$ cat src/rtl/smg_scan_decoder.sv
// -----------------------------------------------------------------------------
// smg_scan_decoder
// Receive-side monitor for a two-digit, multiplexed seven-segment display bus.
// Each column/row pair must stay unchanged for STABLE_CYCLES registered samples
// before it is captured. This rejects glitches while the scan is changing.
// A captured segment pattern is decoded back to a hex nibble. When both digits
// have been captured, the byte is presented with a one-cycle strobe. If no
// digit select is seen for TIMEOUT_CYCLES cycles, the display is reported
// blank.
//
// Ports
//   clk                 system clock
//   rst                 synchronous, active-high reset
//   column_scan_signal  [1:0] active-low digit select: 2'b10 ones, 2'b01 tens
//   row_scan_signal     [7:0] active-low segments {dp,g,f,e,d,c,b,a}
//   number_data         [7:0] {tens, ones} of the last complete frame
//   data_valid          one-cycle strobe; number_data updated this cycle
//   seg_error           valid with data_valid; a digit in the frame was undecodable
//   display_blank       level; no valid digit select for TIMEOUT_CYCLES cycles
// -----------------------------------------------------------------------------
module smg_scan_decoder #(
  parameter int STABLE_CYCLES  = 4,
  parameter int TIMEOUT_CYCLES = 1000000
) (
  input  logic       clk,
  input  logic       rst,
  input  logic [1:0] column_scan_signal,
  input  logic [7:0] row_scan_signal,
  output logic [7:0] number_data,
  output logic       data_valid,
  output logic       seg_error,
  output logic       display_blank
);

  localparam int              TO_W     = $clog2(TIMEOUT_CYCLES + 1);
  localparam logic [7:0]      STABLE_N = 8'(STABLE_CYCLES);
  localparam logic [TO_W-1:0] TO_MAX   = TO_W'(TIMEOUT_CYCLES);

  typedef enum logic [1:0] {S_IDLE, S_SETTLE, S_HELD} state_t;

  // Decode the active-low g..a pattern. The result is {error, nibble}.
  // Unknown patterns give nibble 0 and set the error bit.
  function automatic logic [4:0] decode_seg(input logic [6:0] seg);
    case (seg)
      7'h40: decode_seg = 5'h00;  7'h79: decode_seg = 5'h01;
      7'h24: decode_seg = 5'h02;  7'h30: decode_seg = 5'h03;
      7'h19: decode_seg = 5'h04;  7'h12: decode_seg = 5'h05;
      7'h02: decode_seg = 5'h06;  7'h78: decode_seg = 5'h07;
      7'h00: decode_seg = 5'h08;  7'h10: decode_seg = 5'h09;
      7'h08: decode_seg = 5'h0A;  7'h03: decode_seg = 5'h0B;
      7'h46: decode_seg = 5'h0C;  7'h21: decode_seg = 5'h0D;
      7'h06: decode_seg = 5'h0E;  7'h0E: decode_seg = 5'h0F;
      default: decode_seg = 5'h10;
    endcase
  endfunction

  logic [9:0]      in_d, in_q;
  state_t          state_d, state_q;
  logic [7:0]      cnt_d, cnt_q;
  logic [3:0]      ones_d, ones_q, tens_d, tens_q;
  logic            ones_err_d, ones_err_q, tens_err_d, tens_err_q;
  logic [1:0]      seen_d, seen_q;
  logic [7:0]      number_d, number_q;
  logic            valid_d, valid_q, err_d, err_q, blank_d, blank_q;
  logic [TO_W-1:0] to_d, to_q;

  logic       col_ok, same, capture, sel_tens;
  logic [1:0] seen_new;
  logic [4:0] dec;

  // The sample arriving at the input register is compared against the sample
  // already held there. The count therefore equals the number of identical
  // registered samples, and the STABLE_CYCLES-th sample is captured on the
  // edge that registers it.
  assign in_d     = {column_scan_signal, row_scan_signal};
  assign col_ok   = (in_d[9:8] == 2'b10) || (in_d[9:8] == 2'b01);
  assign same     = (in_d == in_q);
  assign sel_tens = in_d[8];
  assign dec      = decode_seg(in_d[6:0]);  // dp is ignored

  // Stability FSM
  always_comb begin
    // NOTE: every signal gets a default first, so no path leaves a latch behind.
    state_d = state_q;
    cnt_d   = cnt_q;
    capture = 1'b0;
    if (!col_ok) begin
      state_d = S_IDLE;
      cnt_d   = 8'd0;
    end else begin
      case (state_q)
        S_IDLE: begin
          state_d = S_SETTLE;
          cnt_d   = 8'd1;
        end
        S_SETTLE: begin
          if (same) begin
            cnt_d = cnt_q + 8'd1;
            if (cnt_d == STABLE_N) begin
              capture = 1'b1;
              state_d = S_HELD;
            end
          end else begin
            cnt_d = 8'd1;
          end
        end
        S_HELD: begin
          if (!same) begin
            state_d = S_SETTLE;
            cnt_d   = 8'd1;
          end
        end
        default: begin
          state_d = S_IDLE;
          cnt_d   = 8'd0;
        end
      endcase
    end
  end

  // Capture, frame assembly and timeout
  always_comb begin
    ones_d     = ones_q;
    tens_d     = tens_q;
    ones_err_d = ones_err_q;
    tens_err_d = tens_err_q;
    seen_d     = seen_q;
    number_d   = number_q;
    err_d      = err_q;
    blank_d    = blank_q;
    valid_d    = 1'b0;
    seen_new   = seen_q;

    if (col_ok)              to_d = '0;
    else if (to_q != TO_MAX) to_d = to_q + 1'b1;
    else                     to_d = to_q;

    if (capture) begin
      if (sel_tens) begin
        tens_d     = dec[3:0];
        tens_err_d = dec[4];
        seen_new   = seen_q | 2'b10;
      end else begin
        ones_d     = dec[3:0];
        ones_err_d = dec[4];
        seen_new   = seen_q | 2'b01;
      end
      blank_d = 1'b0;
      if (seen_new == 2'b11) begin
        number_d = {tens_d, ones_d};
        err_d    = tens_err_d | ones_err_d;
        valid_d  = 1'b1;
        seen_d   = 2'b00;
      end else begin
        seen_d = seen_new;
      end
    end else if (to_d == TO_MAX) begin
      // Capture needs a valid column, so the timeout cannot fire on the same
      // edge. Any partial frame is discarded, and number_data keeps its value.
      blank_d = 1'b1;
      seen_d  = 2'b00;
    end
  end

  always_ff @(posedge clk) begin
    // NOTE: sequential state uses non-blocking assignments only.
    if (rst) begin
      in_q       <= {2'b11, 8'hFF};
      state_q    <= S_IDLE;
      cnt_q      <= 8'd0;
      ones_q     <= 4'd0;
      tens_q     <= 4'd0;
      ones_err_q <= 1'b0;
      tens_err_q <= 1'b0;
      seen_q     <= 2'b00;
      number_q   <= 8'h00;
      valid_q    <= 1'b0;
      err_q      <= 1'b0;
      blank_q    <= 1'b0;
      to_q       <= '0;
    end else begin
      in_q       <= in_d;
      state_q    <= state_d;
      cnt_q      <= cnt_d;
      ones_q     <= ones_d;
      tens_q     <= tens_d;
      ones_err_q <= ones_err_d;
      tens_err_q <= tens_err_d;
      seen_q     <= seen_d;
      number_q   <= number_d;
      valid_q    <= valid_d;
      err_q      <= err_d;
      blank_q    <= blank_d;
      to_q       <= to_d;
    end
  end

  assign number_data   = number_q;
  assign data_valid    = valid_q;
  assign seg_error     = err_q;
  assign display_blank = blank_q;

endmodule

$ cat config.mk
export PLATFORM = sky130hd
export DESIGN_NAME = smg_scan_decoder
export DESIGN_NICKNAME = d
export VERILOG_FILES = /design/src/rtl/smg_scan_decoder.sv
export SDC_FILE = /design/constraint.sdc
export NUM_CORES = 1
export LEC_CHECK = 0
export CAP_MARGIN = 20
export CORE_UTILIZATION = 55
export CTS_CLUSTER_SIZE = 24
export DETAILED_ROUTE_END_ITERATION = 10
export HOLD_SLACK_MARGIN = 0.02
export MAX_ROUTING_LAYER = met4
export PLACE_DENSITY_LB_ADDON = 0.3
export SLEW_MARGIN = 25
export SYNTH_ARGS = -nofsm -noshare
export SYNTH_HDL_FRONTEND = slang
export SYNTH_SLANG_ARGS = --single-unit
$ cat constraint.sdc
create_clock -name clk -period 3.5 [get_ports clk]
set_clock_uncertainty 0.1 [all_clocks]
set_input_delay 0.35 -clock clk [delete_from_list [all_inputs] [get_ports clk]]
set_output_delay 0.35 -clock clk [all_outputs]
set_load 0.02 [all_outputs]
# Yosys cells after proc, flatten, opt, wreduce, memory -nomap -nowiden
# Index checks and enable logic that the tools add are counted.
# op_classes
bitwise_logic	3
n_mux	26
addsub	2
n_reduce_logical	9
n_eq_ne	27
# ops
operator	count
5-bit case mux with 16 select lines	1
20-bit 2-to-1 mux	2
7-bit equality test, second input constant	4
8-bit case mux with 3 select lines	1
7-bit by 5-bit equality test with 1-bit output, second input constant	3
7-bit by 6-bit equality test with 1-bit output, second input constant	3
20-bit by 1-bit adder with 20-bit output, second input constant	1
20-bit equality test, second input constant	1
20-bit != test, second input constant	1
2-bit 2-to-1 mux	8
8-bit 2-to-1 mux	2
7-bit by 2-bit equality test with 1-bit output, second input constant	2
7-bit by 4-bit equality test with 1-bit output, second input constant	2
10-bit equality test	1
1-bit 2-to-1 mux	9
8-bit by 1-bit adder with 8-bit output, second input constant	1
8-bit by 3-bit equality test with 1-bit output, second input constant	1
4-bit 2-to-1 mux	2
7-bit by 3-bit equality test with 1-bit output, second input constant	1
7-bit logical NOT	1
2-bit equality test, second input constant	3
2-bit != test, second input constant	3
2-bit case mux with 3 select lines	1
2-bit OR reduction	3
other kinds (8)	10
# totals
in_bits	12
wordCells	80
reg_bits	63

# Depth between registers and ports, before layout
# Gate-level depths: netlist of run 1.
# logic_depth
word_depth	10
depth_mapped	10
depth_no_buf	9

# Least setup slack after synthesis of run 1
# No wires, ideal clock.
# synth_path
kind	register to register
start	register cnt_q[0]
end	register seen_q[0]
path_stages_with_launch	9
setup_time_ps	79
path_buffers	1
arrival_time_ps	2194
t_required_ps	3321
slack_ps	1127
synth_period_minus_slack_ps	2373
cell_sequence	dfxtp_1 ha_1 xnor2_1 nor4_1 o211ai_1 or4_4 buf_6 or3_1 a211oi_2
# synth_between
elab_chain_cells	7
elab_cells_between_ends	8
cone_classes	1 x add/sub; 1 x eq/ne; 5 x mux; 1 x reduce/logical
# synth_rtl
element	line	rtl
start, declared	59	logic [7:0] cnt_d, cnt_q;
start signal, assigned	184	cnt_q <= cnt_d;
8-bit by 1-bit adder with 8-bit output *	98	cnt_d = cnt_q + 8'd1;
8-bit by 3-bit equality test with 1-bit output *	99	if (cnt_d == STABLE_N) begin
1-bit 2-to-1 mux *	99	
1-bit 2-to-1 mux *	97	if (same) begin
1-bit 2-to-1 mux *	91	case (state_q)
1-bit 2-to-1 mux *	87	if (!col_ok) begin
2-bit 2-to-1 mux / 2-bit nonzero test (equally long branches)	--	
end signal, assigned	189	seen_q <= seen_d;
end, declared	62	logic [1:0] seen_d, seen_q;
# Every way passes the cells marked *; elsewhere a longest branch is shown, timed or not.
# A chain may end at the register's enable or synchronous reset.

# Worst setup path after layout of run 1
# layout_path
start	register to_q[0]
end	register blank_q (netlist: display_blank)
# layout_between
elab_chain_cells	4
elab_cells_between_ends	5
cone_classes	1 x add/sub; 2 x eq/ne; 2 x mux
# layout_rtl
element	line	rtl
start, declared	65	logic [TO_W-1:0] to_d, to_q;
start signal, assigned	194	to_q <= to_d;
20-bit by 1-bit adder with 20-bit output / 20-bit != test (equally long branches)	135	else if (to_q != TO_MAX) to_d = to_q + 1'b1;
20-bit 2-to-1 mux *	135	
20-bit 2-to-1 mux *	134	if (col_ok) to_d = '0;
20-bit equality test *	157	end else if (to_d == TO_MAX) begin
end signal, assigned	193	blank_q <= blank_d;
end, declared	64	logic valid_d, valid_q, err_d, err_q, blank_d, blank_q;
# Marks and branches as above.

==> summary.txt, run 1 <==
Global routing
  – Via count of the first global-routing pass: 2622
  – Pin count of the biggest net entering global routing: 20
  – Global-route wire length before repair: 11.90 mm
  – Final global-route overflow total: 0
  – Initial antenna violation count: 0
  – All-Layer GR Usage: 24.59%

Synth
  – Number of flops mapped to enable cells by yosys: 0
  – Number of synthesis warnings: 0
  – Post-synthesis net count: 409
  – Post-synthesis register bit count: 63
  – Avg Synthesized Cell Area: 8.551 µm²
  – Count of cell types in the netlist: 59
  – Fraction of registers with async set or reset after synthesis: 0%
  – Sequential fraction of the synthesis area: 37.53%
  – Cell area after synthesis: 0.003361 mm²
  – Commonest register cell after synthesis: sky130_fd_sc_hd__dfxtp_1
  – Instance count of the mapped netlist: 393

Route
  – Total number of vias: 2836
  – Routed wirelength normalized by instance count: 14.40 µm
  – 1st-pass router iterations: 4
  – Detailed Route WL: 7.114 mm
  – Residual DRC: 0
  – Vias per std cell: 5.741
  – Post-DRT Antenna Nets: 0
  – DRC marker count from the first detailed-route iteration: 176

Power and ir drop
  – Tot Pwr: 1628 µW
  – Lkg Pwr: 0.001417 µW
  – Power density over the cells: 421.0 mW/mm²
  – Largest voltage drop on the vdd net: 0.2776 mV

STA
  – Fin Setup TNS: 0 ns
  – Count of final hold-check violations: 0
  – Worst Hold Slack: 0.3576 ns
  – Transition time at the pin with the least slew margin: 0.7029 ns
  – Max Clock Freq: 367.4 MHz
  – Clock period minus final worst setup slack: 2.722 ns
  – Setup repair after global routing missed its margin: false
  – Max-Slew Margin vs Limit: 52.99%
  – Setup-failing EPs final: 0
  – Share of the clock period used by the worst path: 77.77%
  – Count of pins over their slew limit: 0

Final layout
  – Storage cell area: 0.001261 mm²
  – Share of layout cells above drive strength 1: 11.69%
  – Leading cell type in the layout, fill and taps excluded: sky130_fd_sc_hd__dfxtp_1
  – Fillcell total: 500
  – Layout area overhead: 15.04%
  – N_diodes: 0
  – Multi-input combinational cell area: 0.001956 mm²
  – Final #Nets: 430
  – Most frequent cells in the layout: sky130_fd_sc_hd__dfxtp_1 (63), sky130_fd_sc_hd__nor2_1 (60), sky130_fd_sc_hd__nand2_1 (26), sky130_fd_sc_hd__clkdlybuf4s50_1 (22), sky130_fd_sc_hd__xor2_1 (21)

Critical path
  – Chain of cells forming the critical path: ha_1, nand4_1, nor3_2, nand3_1, xor2_1, or3_1, nor4_4, o211a_1
  – Critical Setup Path Class: flip-flop to flip-flop
  – Worst Setup Start Kind: flip-flop
  – Launching element of the worst setup path: to_q[0]
  – Bufs and invs on worst path: 0
  – Slowest stage delay, CP: 0.40 ns
  – Crit-path leading delay family: simple AND/OR/NAND/NOR gates
  – Worst Path Arrival: 2.91 ns
  – Highest net fanout along the worst path: 8
  – Capturing element type of the critical path: flip-flop
  – Slowest-stage cell, CP: sky130_fd_sc_hd__dfxtp_1
  – Required @ worst endpoint: 3.69 ns
  – Crit Reg-Reg Startpoint: to_q[0]

Floorplanning
  – Top-Level Pins: 23
  – Die W: 80.17 µm
  – Core ar.: 0.005921 mm²
  – Row Count: 28
  – Die area: 0.006427 mm²
  – Die Span Y: 80.17 µm
  – Effective utilization at floorplan: 56.76%

Clocking
  – # H-tree levels: 3
  – Clock root buffer: sky130_fd_sc_hd__clkbuf_8
  – Total of hold buffers inserted after clock tree synthesis: 0
  – Clock slew at reported path FFs: 0.07 ns
  – Count of clock tree sinks: 63
  – Clock latency on the worst-skew pair: 0.34 ns
  – Post-CTS repair timing setup buffer count: 0
  – CTS Buf Count: 9
  – Max clock buf depth: 2
  – CTS resizes: 0
  – CTS tree: built

Hold path
  – Hold wc startpoint: tens_q[0]
  – Hold WC Path Type: flip-flop to flip-flop

Placed design
  – Number of buffer cells added on primary ports: 22
  – Final weighted congestion in routability-driven placement: 0.8339
  – Estimated wirelength of the detail-placed design: 4.974 mm

Status
  – Run status: finished clean

Run
  – Maximum Capacitance Violations: 0
area by class of cell:
cell class	instances	share of cell area (%)
multi-input cells	301	50.58
flip-flops and latches	63	32.62
repair buffers	29	7.055
clock buffers	10	3.560
clock inverters	6	2.783
well taps	75	2.427
inverters	10	0.9709
stage by stage:
step	cell area, µm²	setup WS (ns)	utilization, %	instances
after floorplan	3361	1.127	-	393
after global placement	3621	0.5583	61.16	478
after detailed placement	3621	0.5083	61.16	478
after CTS	3866	0.7955	65.30	494
after global routing	3866	0.5694	65.30	494
final	3866	0.7779	65.30	494
cells in the mapped netlist, drive strengths merged (7+ instances only):
master	n	area share [%]
or2	10	1.9
clkbuf	12	1.3
and2	7	1.3
xnor2	9	2.3
dfxtp	63	38
xor2	22	6.0
o21ai	15	2.2
nor2	61	7.3
buf	7	1.8
nand2	26	2.9
a21oi	17	2.5
nor3	13	2.2
or3	7	1.3
nand4	12	2.4
inv	9	1.0
nand3	19	2.8
mux2i	18	5.4
flip-flops by register name, indices dropped and copies added, names as in the netlist, 2 cells and up:
signal / count
to_q: 20
tens_q: 4
seen_q: 2
cnt_q: 8
ones_q: 4
number_data: 8
state_q: 2
in_q: 10
logic make-up after synthesis:
logic type	count (synthesis)	synth area share, %
simple gates	186	30.31
flops	63	37.53
compound gates	58	11.39
xor+xnor	31	8.303
buf+inv	29	4.281
mux	22	6.701
fa+ha+maj	4	1.489
worst reg2reg max path: cells and delay by family (launching register included):
kind,cells,cell delay [ns]
xor+xnor,1,0.17
fa+ha+maj,1,0.27
simple gates,5,1.56
flops,1,0.40
compound gates,1,0.17
per-layer routing:
metal | share of wire (%) | track usage [%] | vias up
met2 | 46 | 38.46 | 67
met4 | 1.5 | 11.25 | 0
met1 | 47 | 30.98 | 1337
li1 | - | - | 1420
met5 | 0 | - | -
met3 | 5.6 | 4.205 | 12
worst paths after layout:
path              endpoint  slack [ns]  cells after the start
min              tens_q[0]        0.36                      2
min reg2reg      tens_q[0]        0.36                      2
max          display_blank        0.78                      8
max reg2reg  display_blank        0.78                      8
where the power goes:
part | internal, µW | total (µW) | leakage (µW) | switching (µW)
sequential | 726 | 734 | 0.000511 | 7.83
clock | 490 | 775 | 0.000122 | 286
combinational | 48.0 | 118 | 0.000784 | 70.1
Note: power is estimated with default switching activity, not from simulation.
==> run 2: changes to the inputs <==
--- a/config.mk
+++ b/config.mk
@@ -6,7 +6,7 @@
 export NUM_CORES = 1
 export LEC_CHECK = 0
 export CAP_MARGIN = 20
-export CORE_UTILIZATION = 55
+export CORE_UTILIZATION = 53
 export CTS_CLUSTER_SIZE = 24
 export DETAILED_ROUTE_END_ITERATION = 10
 export HOLD_SLACK_MARGIN = 0.02
==> constraint.sdc (replaced) <==
create_clock -name clk -period 2.3 [get_ports clk]
set_clock_uncertainty 0.1 [all_clocks]
set_input_delay 0.23 -clock clk [delete_from_list [all_inputs] [get_ports clk]]
set_output_delay 0.23 -clock clk [all_outputs]
set_load 0.02 [all_outputs]
==> summary.txt, run 2 (synthesis results as in run 1) <==
Floorplanning
  – Top-Level Pins: 23
  – Die Span Y: 81.63 µm
  – Row Count: 28
  – Effective utilization at floorplan: 55.77%
  – Die W: 81.63 µm
  – Core ar.: 0.006026 mm²
  – Die area: 0.006663 mm²

Critical path
  – Bufs and invs on worst path: 0
  – Worst Setup Start Kind: flip-flop
  – Number of cell instances on the worst register-to-register path: 7
  – Capturing element type of the critical path: flip-flop
  – Slowest-stage cell, CP: sky130_fd_sc_hd__or4_4
  – Worst Path Arrival: 2.51 ns
  – Crit-path leading delay family: simple AND/OR/NAND/NOR gates
  – Reg2reg end: seen_q[0]
  – Required @ worst endpoint: 2.48 ns
  – Crit Reg-Reg Startpoint: cnt_q[0]
  – Critical Setup Path Class: flip-flop to flip-flop
  – Slowest stage delay, CP: 0.55 ns
  – Reg2Reg Setup Slack: -0.03 ns
  – Chain of cells forming the critical path: ha_4, xnor2_4, nor4_4, o211ai_1, or4_4, or3_4, a211oi_2
  – Highest net fanout along the worst path: 8

STA
  – Count of pins over their slew limit: 0
  – Setup-failing EPs final: 4
  – Fin Setup TNS: -0.05104 ns
  – Final worst setup slack: -0.02661 ns
  – Count of final hold-check violations: 0
  – Max-Slew Margin vs Limit: 75.39%
  – Max Clock Freq: 429.8 MHz
  – Transition time at the pin with the least slew margin: 0.3640 ns
  – Share of the clock period used by the worst path: 101.2%
  – Clock period minus final worst setup slack: 2.327 ns
  – Setup repair after global routing missed its margin: true

Clocking
  – Clock root buffer: sky130_fd_sc_hd__clkbuf_8
  – CTS tree: built
  – Clock slew at reported path FFs: 0.08 ns
  – CTS Buf Count: 9
  – Max clock buf depth: 2
  – Count of clock tree sinks: 63
  – Clock latency on the worst-skew pair: 0.35 ns
  – # H-tree levels: 3

Placed design
  – Final weighted congestion in routability-driven placement: 0.9066
  – Estimated wirelength of the detail-placed design: 5.721 mm
  – Number of buffer cells added on primary ports: 22
  – Number of placed instances with taps included: 527
  – DP Worst Slack: -0.3799 ns

Final layout
  – Fillcell total: 447
  – Register containing the most flip-flops in the final layout: to_q
  – Layout area overhead: 29.56%
  – Final #Nets: 483
  – N_diodes: 0
  – Flip-flop count of the largest register after layout: 20
  – Leading cell type in the layout, fill and taps excluded: sky130_fd_sc_hd__buf_4
  – Most frequent cells in the layout: sky130_fd_sc_hd__buf_4 (60), sky130_fd_sc_hd__nor2_1 (58), sky130_fd_sc_hd__dfxtp_1 (56), sky130_fd_sc_hd__nand2_1 (26), sky130_fd_sc_hd__clkdlybuf4s50_1 (21)
  – Share of layout cells above drive strength 1: 26.48%
  – Top Registers: to_q: 20 flops, in_q: 10 flops
  – Utilization after layout: 72.26%
  – Filler-free cell count of the finished design: 547

Route
  – DRC marker count from the first detailed-route iteration: 275
  – Residual DRC: 0
  – Post-DRT Antenna Nets: 0
  – Detailed Route WL: 8.706 mm
  – 1st-pass router iterations: 5
  – Vias per std cell: 5.801
  – Total number of vias: 3173
  – Routed wirelength normalized by instance count: 15.92 µm

Global routing
  – All-Layer GR Usage: 25.89%
  – Via count of the first global-routing pass: 2978
  – Initial antenna violation count: 0
  – Final global-route overflow total: 0
  – Met1 usage: 31.02%
  – Pin count of the biggest net entering global routing: 23
  – Met3 track demand over resource: 5.222%
  – Global-route wire length before repair: 12.82 mm
  – Peak-usage layer in the global routing report: met2
  – Met2 GRT Util: 41.17%

Hold path
  – Hold Path Depth: 3
  – Hold Path Sink: in_q[6]
  – Hold wc startpoint: row_scan_signal[6]
  – Hold WC Path Type: input pin to flip-flop

Status
  – Violated checks: negative setup slack
  – Run status: finished with violations

Power and ir drop
  – Lkg Pwr: 0.001664 µW
  – Largest voltage drop on the vdd net: 0.3963 mV
  – Power density over the cells: 511.0 mW/mm²
  – Tot Pwr: 2225 µW

Run
  – Maximum Capacitance Violations: 0
run 2: cell count changes in the layout (fill, tap and decap cells not counted), sizes merged:
cell / previous run / this run
inv: 9 / 12
bufinv: 3 / 0
buf: 7 / 60
clkdlybuf4s50: 22 / 21
dlymetal6s2s: 0 / 1
clkbuf: 10 / 9
clkinvlp: 1 / 2
run 2: timing repair:
item,CTS,global route
hold buffers,0,0
buffers inserted,2,2
endpoints found under the hold margin,0,0
cloned,0,0
setup endpoints to repair,16,19
pin swaps,3,6
resized for setup,7,27
run 2: layout make-up:
class / count / area, µm² / share of cell area [%]
clock inverter: 7 / 55.05 / 1.264
timing repair buffer: 82 / 673.1 / 15.46
tap: 75 / 93.84 / 2.155
multi-input combinational: 301 / 2091 / 48.02
clock buffer: 9 / 123.9 / 2.845
inverter: 10 / 37.54 / 0.8621
sequential: 63 / 1280 / 29.40
run 2: tightest hold or removal path: cells and delay by family:
family	cells	cell delay [ns]
buf+inv	2	0.35
simple gates	1	0.11
run 2: through the flow:
step | hold WS (ns) | instance area (µm²)
floorplan | 0.2338 | 3363
global placement | 0.3376 | 3991
detailed placement | 0.3559 | 3991
CTS | 0.3666 | 4208
global route | 0.2944 | 4354
finish | 0.2774 | 4354
run 2: worst max path at each step:
stage,startpoint,end,slack [ns],cells after the start
after CTS,cnt_q[0],seen_q[0],0.0002,7
after detailed placement,row_scan_signal[6],seen_q[0],-0.38,7
after floorplan,cnt_q[0],seen_q[0],-0.02,8
after global routing,to_q[8],display_blank,-0.12,8
final,cnt_q[0],seen_q[0],-0.03,7
after global placement,row_scan_signal[6],seen_q[0],-0.33,7
run 2: per-layer routing:
metal	up-vias	part of all wire [%]
met5	-	0
met4	0	3.5
met3	37	5.1
met2	122	47
met1	1493	44
li1	1521	-
run 2: where the power goes:
group          leakage, µW  internal (µW)  switching (µW)
clock            0.0000866            401             489
sequential        0.000515           1100            12.5
combinational      0.00106           97.3             122
total              0.00166           1600             623
==> run 3: changes to the inputs <==
==> constraint.sdc (replaced) <==
create_clock -name clk -period 2.3 [get_ports clk]
set_clock_uncertainty 0.1 [all_clocks]
set_input_delay 0.345 -clock clk [delete_from_list [all_inputs] [get_ports clk]]
set_output_delay 0.345 -clock clk [all_outputs]
set_load 0.02 [all_outputs]
==> summary.txt, run 3 (synthesis results as in run 1) <==
Status
  – Run status: finished with violations
  – Violated checks: negative setup slack

Run
  – Maximum Capacitance Violations: 0

STA
  – Share of the clock period used by the worst path: 102.5%
  – Transition time at the pin with the least slew margin: 0.3303 ns
  – Setup-failing EPs final: 1
  – Max-Slew Margin vs Limit: 77.90%
  – Clock period minus final worst setup slack: 2.357 ns
  – Setup repair after global routing missed its margin: true
  – Final worst setup slack: -0.05673 ns
  – Count of pins over their slew limit: 0
  – Worst Hold Slack: 0.2888 ns
  – Count of final hold-check violations: 0
  – Max Clock Freq: 424.3 MHz

Clocking
  – Max clock buf depth: 2
  – CTS tree: built
  – Clock slew at reported path FFs: 0.08 ns
  – Total of hold buffers inserted after clock tree synthesis: 0
  – Clock latency on the worst-skew pair: 0.34 ns
  – Clock root buffer: sky130_fd_sc_hd__clkbuf_8
  – # H-tree levels: 3
  – CTS Buf Count: 9
  – Count of clock tree sinks: 63

Power and ir drop
  – Net switching component of the power: 596.3 µW
  – Power density over the cells: 539.9 mW/mm²
  – Sequential share of power: 46.2%
  – Largest voltage drop on the vdd net: 0.4143 mV
  – Internal power summed over all cells: 1823 µW
  – Fraction of power consumed by the clock network: 44.7%
  – Switch share: 24.65%
  – Portion of total power attributed to combinational logic: 9.1%
  – Lkg Pwr: 0.001734 µW

Critical path
  – Launching element of the worst setup path: cnt_q[1]
  – Required @ worst endpoint: 2.47 ns
  – Worst Setup Start Kind: flip-flop
  – Highest net fanout along the worst path: 7
  – Critical Setup Path Class: flip-flop to flip-flop
  – Worst Path Arrival: 2.53 ns
  – Capturing element type of the critical path: flip-flop
  – Crit Reg-Reg Startpoint: cnt_q[1]

Final layout
  – Utilization after layout: 74.36%
  – Layout area overhead: 33.32%
  – Leading cell type in the layout, fill and taps excluded: sky130_fd_sc_hd__buf_4
  – Final #Nets: 494
  – Flip-flop count of the largest register after layout: 20
  – Top Registers: to_q: 20 flops, in_q: 10 flops
  – Register containing the most flip-flops in the final layout: to_q
  – Most frequent cells in the layout: sky130_fd_sc_hd__buf_4 (70), sky130_fd_sc_hd__nor2_1 (55), sky130_fd_sc_hd__dfxtp_1 (55), sky130_fd_sc_hd__nand2_1 (26), sky130_fd_sc_hd__xor2_1 (19)
  – Share of layout cells above drive strength 1: 29.61%
  – N_diodes: 0
  – Filler-free cell count of the finished design: 558
  – Fillcell total: 414

Floorplanning
  – Effective utilization at floorplan: 55.77%
  – Top-Level Pins: 23
  – Row Count: 28
  – Die W: 81.63 µm
  – Core ar.: 0.006026 mm²
  – Die Span Y: 81.63 µm
  – Die area: 0.006663 mm²

Global routing
  – Global-route wire length before repair: 13.18 mm
  – Via count of the first global-routing pass: 2899
  – All-Layer GR Usage: 26.58%
  – Initial antenna violation count: 0
  – Final global-route overflow total: 0
  – Pin count of the biggest net entering global routing: 23

Hold path
  – Hold WC Path Type: input pin to flip-flop
  – Hold wc startpoint: row_scan_signal[7]

Route
  – Vias per std cell: 5.634
  – Routed wirelength normalized by instance count: 14.70 µm
  – Post-DRT Antenna Nets: 0
  – Total number of vias: 3144
  – Detailed Route WL: 8.205 mm
  – DRC marker count from the first detailed-route iteration: 206
  – Residual DRC: 0
  – 1st-pass router iterations: 4

Placed design
  – Number of placed instances with taps included: 531
  – DP Worst Slack: -0.4873 ns
  – Number of buffer cells added on primary ports: 22
  – Final weighted congestion in routability-driven placement: 0.9068
  – Estimated wirelength of the detail-placed design: 5.539 mm
==> run 3: path summary, 6_finish.rpt <==
path               end  slack [ns]  cells after the start
max          seen_q[0]       -0.06                      7
min            in_q[7]        0.29                      2
max reg2reg  seen_q[0]       -0.06                      7
min reg2reg  tens_q[0]        0.36                      2
==> run 3: final cells by class <==
| type | count | area (µm²) | share of cell area, % |
|---|---|---|---|
| multi-input cells | 301 | 2108 | 47.05 |
| clock inverters | 6 | 93.84 | 2.094 |
| inverters | 10 | 37.54 | 0.8378 |
| well taps | 75 | 93.84 | 2.094 |
| repair buffers | 93 | 748.2 | 16.70 |
| flip-flops and latches | 63 | 1271 | 28.37 |
| clock buffers | 10 | 127.6 | 2.848 |
==> run 3: through the flow <==
| step | power (µW) | setup TNS [ns] | cell area (µm²) |
|---|---|---|---|
| detailed placement | 1352 | -9.825 | 4021 |
| CTS | 2420 | -0.05628 | 4369 |
| global placement | 1346 | -9.130 | 4021 |
| floorplan | 1264 | -0.01686 | 3363 |
| finish | 2419 | -0.05673 | 4481 |
| global route | 2499 | -1.011 | 4481 |
==> run 3: layer usage <==
metal / wire [µm] / global-route usage [%] / up-vias
met4: 240 / 12.46 / 0
li1: - / - / 1544
met5: 0 / - / -
met2: 3655 / 39.58 / 101
met1: 3899 / 34.74 / 1473
met3: 410 / 4.889 / 26
==> run 3: critical path, cell delays in order (launching register included) <==
cell and delay, ns:
sky130_fd_sc_hd__dfxtp_2 0.34, sky130_fd_sc_hd__ha_4 0.18, sky130_fd_sc_hd__xnor2_4 0.14, sky130_fd_sc_hd__nor4_4 0.24
sky130_fd_sc_hd__o211ai_1 0.17, sky130_fd_sc_hd__or4_4 0.53, sky130_fd_sc_hd__or3_1 0.42, sky130_fd_sc_hd__a211oi_2 0.18
==> run 3: what timing repair did <==
item,in CTS,in global routing
setup endpoints to repair,19,25
pin swaps,9,10
gates resized for setup,21,25
setup buffers,8,3
==> run 3: power by group through the flow <==
| stage | clock network (µW) | registers [µW] | logic, µW |
|---|---|---|---|
| 2_1_floorplan | 0 | 1140 | 125 |
| 4_1_cts | 1090 | 1120 | 213 |
| 3_3_place_gp | 0 | 1140 | 206 |
| 3_5_place_dp | 0 | 1140 | 211 |
| 5_1_grt | 1140 | 1120 | 239 |
| 6_report | 1080 | 1120 | 220 |
